[src/rtl/add_sub_arbiter.sv]
// add_sub_arbiter
//   Two requesters share a single 32-bit adder/subtractor. A round-robin
//   arbiter grants one requester per cycle. The granted operation is
//   registered into a one-entry response slot with valid/ready handshake.
//   The slot supports full throughput: a response can be consumed and a new
//   one loaded on the same edge.
//
// Ports
//   i_clk, i_rst_n                    clock, asynchronous active-low reset
//   i_req{0,1}_valid, o_req{0,1}_ready  request handshake per requester
//   i_req{0,1}_sub                    0 = A+B, 1 = A-B
//   i_req{0,1}_a, i_req{0,1}_b          32-bit operands
//   o_rsp_valid, i_rsp_ready          response handshake
//   o_rsp_id                          requester that issued the response
//   o_rsp_result                      sum/difference modulo 2^32
//   o_rsp_cout, o_rsp_ovf, o_rsp_zero   carry-out, signed overflow, zero flag
//   o_busy                            mirrors o_rsp_valid

// Shared arithmetic unit. Subtraction is A + ~B + 1, so cout=1 means no borrow.
module add_sub_32_bit (
  input  logic [31:0] a,
  input  logic [31:0] b,
  input  logic        sel,
  output logic [31:0] result,
  output logic        cout
);

  logic [31:0] b_eff;

  assign b_eff = sel ? ~b : b;
  assign {cout, result} = {1'b0, a} + {1'b0, b_eff} + {32'd0, sel};

endmodule

module add_sub_arbiter (
  input  logic        i_clk,
  input  logic        i_rst_n,
  input  logic        i_req0_valid,
  output logic        o_req0_ready,
  input  logic        i_req0_sub,
  input  logic [31:0] i_req0_a,
  input  logic [31:0] i_req0_b,
  input  logic        i_req1_valid,
  output logic        o_req1_ready,
  input  logic        i_req1_sub,
  input  logic [31:0] i_req1_a,
  input  logic [31:0] i_req1_b,
  output logic        o_rsp_valid,
  input  logic        i_rsp_ready,
  output logic        o_rsp_id,
  output logic [31:0] o_rsp_result,
  output logic        o_rsp_cout,
  output logic        o_rsp_ovf,
  output logic        o_rsp_zero,
  output logic        o_busy
);

  localparam logic EMPTY = 1'b0;
  localparam logic FULL  = 1'b1;

  logic        state;
  logic        rr;
  logic        slot_free;
  logic        any_valid;
  logic        grant_id;
  logic        accept;
  logic        op_sub;
  logic [31:0] op_a;
  logic [31:0] op_b;
  logic [31:0] alu_result;
  logic        alu_cout;
  logic        alu_ovf;

  assign o_rsp_valid = (state == FULL);
  assign o_busy      = o_rsp_valid;

  // The slot can take a new operation if it is empty or being drained now.
  assign slot_free = !o_rsp_valid || i_rsp_ready;
  assign any_valid = i_req0_valid || i_req1_valid;

  // A lone requester always wins; on contention the round-robin pointer decides.
  always_comb begin
    grant_id = 1'b0;
    if (i_req0_valid && i_req1_valid) begin
      grant_id = rr;
    end else if (i_req1_valid) begin
      grant_id = 1'b1;
    end
  end

  // Ready is gated with the reset so nothing is accepted while reset is held.
  assign accept       = any_valid && slot_free && i_rst_n;
  assign o_req0_ready = accept && (grant_id == 1'b0);
  assign o_req1_ready = accept && (grant_id == 1'b1);

  assign op_sub = grant_id ? i_req1_sub : i_req0_sub;
  assign op_a   = grant_id ? i_req1_a   : i_req0_a;
  assign op_b   = grant_id ? i_req1_b   : i_req0_b;

  add_sub_32_bit u_add_sub (
    .a      (op_a),
    .b      (op_b),
    .sel    (op_sub),
    .result (alu_result),
    .cout   (alu_cout)
  );

  // Signed overflow: result sign differs from A when operands (B negated for
  // subtraction) have equal signs.
  assign alu_ovf = op_sub
                 ? ((op_a[31] != op_b[31]) && (alu_result[31] != op_a[31]))
                 : ((op_a[31] == op_b[31]) && (alu_result[31] != op_a[31]));

  // Response slot and round-robin pointer. A new accept always overwrites
  // the slot (it can only happen when the slot is free); otherwise a consumer
  // handshake empties it, and a stalled response simply holds.
  always_ff @(posedge i_clk or negedge i_rst_n) begin
    if (!i_rst_n) begin
      state        <= EMPTY;
      rr           <= 1'b0;
      o_rsp_id     <= 1'b0;
      o_rsp_result <= 32'd0;
      o_rsp_cout   <= 1'b0;
      o_rsp_ovf    <= 1'b0;
      o_rsp_zero   <= 1'b0;
    end else begin
      if (accept) begin
        state        <= FULL;
        rr           <= ~grant_id;
        o_rsp_id     <= grant_id;
        o_rsp_result <= alu_result;
        o_rsp_cout   <= alu_cout;
        o_rsp_ovf    <= alu_ovf;
        o_rsp_zero   <= (alu_result == 32'd0);
      end else if (i_rsp_ready) begin
        state <= EMPTY;
      end
    end
  end

endmodule

[config.mk]
export PLATFORM = sky130hd
export DESIGN_NAME = add_sub_arbiter
export DESIGN_NICKNAME = d
export VERILOG_FILES = /design/src/rtl/add_sub_arbiter.sv
export SDC_FILE = /design/constraint.sdc
export NUM_CORES = 1
export LEC_CHECK = 0
export CAP_MARGIN = 15
export CORE_ASPECT_RATIO = 0.9
export CORE_MARGIN = 8
export CORE_UTILIZATION = 41
export DETAILED_ROUTE_END_ITERATION = 6
export PLACE_DENSITY_LB_ADDON = 0.2
export RECOVER_POWER = 100
export SYNTH_ARGS = -nofsm -noshare
export SYNTH_HDL_FRONTEND = slang
export SYNTH_HIERARCHICAL = 1
export SYNTH_SLANG_ARGS = --single-unit
[constraint.sdc]
create_clock -name i_clk -period 3.63 [get_ports i_clk]
set_clock_uncertainty 0.1 [all_clocks]
set_input_delay 0.363 -clock i_clk [delete_from_list [all_inputs] [get_ports i_clk]]
set_output_delay 0.363 -clock i_clk [all_outputs]
set_load 0.02 [all_outputs]
==> impl_metrics.ini <==
[run_status]
outcome = complete, but fails checks
violations = capacitance limit, slew limit, setup timing

[placement]
portBuffers = 174
place_ws_ns = -0.7134
dp_hpwl_um = 13220
place.gp.congestion = 0.9356
place_inst = 969
placed_area_mm2 = 0.007378

[cells_and_area]
diodes = 0
multi_input_area_mm2 = 0.003908
fin_area_mm2 = 0.008398
nets = 1042
drive_gt1_share_pct = 37.46
final_cells = 1006
regArea_um2 = 950.9
areaGrowthSynthToFinish_pct = 87.12
fillers = 758

[power]
p_per_area_mw_per_mm2 = 553.7
power.total_w = 0.004650
combPwrFrac_pct = 75.4
p_sw_w = 0.001965
p_leak_nw = 3.822
power_frac_clock_pct = 9.5
p_int_w = 0.002685
peakVddDrop_mv = 0.2660
switching_share_pct = 42.26
seqPwrFrac_pct = 15.1

[floorplanning]
die_w_um = 126.3
initial_core_util_pct = 41.69
num_io_pins = 175
rows = 36
die-area_mm2 = 0.01456
core_mm2 = 0.01077
die_y_um = 115.3

[sta]
rsz0062_at_grt = yes
final_hold_viol_count = 0
tightest_slew_ns = 1.954
fin_ws_ns = -0.2259
finalCriticalPeriod_ns = 3.856
max_slew_margin_pct = -30.28
setup_viol = 3
tns_ns = -0.3264
fmax_ghz = 0.2593
finalCritPeriodShare_pct = 106.2
maxSlewViolCount = 39

[yosys]
synth_area_mm2 = 0.004488
yosysTopAreaCell = dfrtp_1
synth-main-ff-cell = dfrtp_1
yosysWarningCount = 6
netlist_instances = 546
avgSynthCellArea_um2 = 8.220
synth_fp_nets = 716
synth.distinct_cells = 53
yosys_register_bits = 38
synth_top_area_share_pct = 21.19
synthTopCellsByCount = 129 x nand2_1, 56 x mux2_2, 42 x xor2_1
netlist_top_cells_area = dfrtp_1 21%, mux2_2 14%, nand2_1 11%
synth_edf_count = 0
synthArstFlopShare_pct = 100.0
yosysMostFrequentCell = nand2_1
ys_seq_area_share_pct = 21.19

[setup_path]
r2r_slack_ns = -0.23
cp_top_family = simple AND/OR/NAND/NOR gates
critPathCaptureType = flop
cpMostUsedCell = buf_12
critical_path_buf_inv_count = 3
worstSetupStartpointType = flop
max_stage_delay_ns = 0.39
path_cells = nand2b_4 > nand2_8 > mux2_4 > buf_12 > buf_12 > xor2_2 > ha_1 > and4_4 > o21ai_2 > a21oi_4 > o31ai_4 > o31a_4 > buf_4 > xnor2_2 > nor4_2 > nand4_1 > o31ai_1
critPathMaxFanout = 5
criticalPathCategory = reg -> reg
required_ns = 3.71
cp_slowest_cell = o31a_4
arrival_ns = 3.94

[clocking]
cts-root-buf = clkbuf_16
path_clk_slew_ns = 0.06
cts_buffers = 5
cts_hold_buf = 0
cts_tree = done
clk_latency_ns = 0.28
clockBufferDepth = 2
cts_sinks = 38
cts.htree.levels = 2

[flow_run]
drv_cap = 1

[detailed_routing]
first_iter_violations = 314
drtPass1Iterations = 4
vias = 5272
antenna_left = 0
drt-wirelength-per-cell_um = 17.42
wl_um = 17530
avgViaCountPerCell = 5.241
drcViolationCount = 0

[global_route]
track_usage_pct = 22.11
antenna_found_initial = 0
first_global_vias = 5500
grt_pass1_wl_um = 26500
grt_max_degree = 41
overflow = 0

[min_path]
min_path_type = in -> reg
==> sequential cells by signal (all words and copies together) (netlist names) <==
register and flops:
o_rsp_result 32, o_rsp_id 1, o_rsp_cout 1, o_rsp_zero 1, rr 1, o_busy 1
o_rsp_ovf 1
==> what timing repair did <==
action / CTS / global route
gates cloned: 2 / 1
gates resized for setup: 38 / 79
pin swaps: 34 / 40
endpoints found under the setup margin: 10 / 19
buffers inserted: 23 / 5
==> per-stage QoR <==
step           hold slack (ns)  util (%)
2_1_floorplan         -0.03259         -
3_3_place_gp            0.3585     68.54
3_5_place_dp            0.3668     68.54
4_1_cts                0.08240     73.74
5_1_grt                 0.3893     78.01
6_report                0.3557     78.01
==> power by group through the flow <==
stage | clock network, W | registers, W | logic (W)
after CTS | 0.000446 | 0.000703 | 0.00318
after floorplan | 0 | 0.000913 | 0.00124
after global routing | 0.000464 | 0.000727 | 0.00373
final | 0.000441 | 0.000702 | 0.00351
after global placement | 0 | 0.000699 | 0.00292
after detailed placement | 0 | 0.000705 | 0.00296
==> kinds of logic (layout without fill, tap and decap cells) <==
group / Yosys count / in the layout / share of synthesized area, %
simple gates: 203 / 203 / 20.07
compound gates: 106 / 106 / 16.06
mux: 66 / 66 / 16.53
xor+xnor: 62 / 62 / 12.10
flops: 38 / 38 / 21.19
buf+inv: 36 / 363 / 4.126
fa+ha+maj: 35 / 35 / 9.925
==> cell usage in the layout, fill, tap and decap left out, types with 4 or more instances in the layout <==
master	netlist	routed
a21oi_1	34	18
nand2_2	1	4
mux2_2	56	51
a21oi_4	0	5
buf_4	2	153
a21oi_2	3	14
o21ai_1	5	5
nor4_2	0	5
xnor2_1	20	13
buf_6	3	7
nor2_1	22	19
nor2_2	1	4
mux2_4	0	6
inv_1	10	10
nor3_1	8	5
xor2_1	42	34
clkdlybuf4s50_1	0	170
o21a_1	5	5
nand3_1	8	7
o21ai_0	16	7
buf_12	0	6
mux2_1	9	8
nand4_1	10	10
ha_4	0	4
xnor2_2	0	7
o21ai_2	2	9
dfrtp_1	38	38
xor2_2	0	8
ha_1	34	28
nand2_1	129	125
a21o_1	15	15
clkbuf_16	0	6
==> worst min-delay path: stages <==
cell      delay [ns]
clkbuf_1        0.12
o21ai_1         0.13
nand2_1         0.09
==> metal layers <==
metal / up-vias / wire, um / global-route usage, %
li1: 2560 / - / -
met2: 179 / 8662 / 38.35
met3: 19 / 1046 / 3.523
met1: 2514 / 7552 / 28.32
met4: 0 / 267 / 4.964
met5: - / 0 / 0
==> final cells by class <==
class / instances / share of cell area [%]
tap: 133 / 1.982
clock buffer: 6 / 1.654
timing repair buffer: 345 / 37.92
multi-input combinational: 472 / 46.53
clock inverter: 2 / 0.1490
sequential: 38 / 11.32
inverter: 10 / 0.4470
==> worst paths after layout <==
check	end	from	depth (start not counted)
setup / recovery	o_rsp_zero	rr	17
hold reg to reg	o_rsp_result[26]	o_rsp_result[26]	2
max in group asynchronous	o_rsp_result[25]	i_rst_n	2
min in group asynchronous	o_rsp_id	i_rst_n	2
setup reg to reg	o_rsp_zero	rr	17
hold / removal	o_busy	i_rst_n	3
Note: power is estimated with default switching activity, not from simulation.
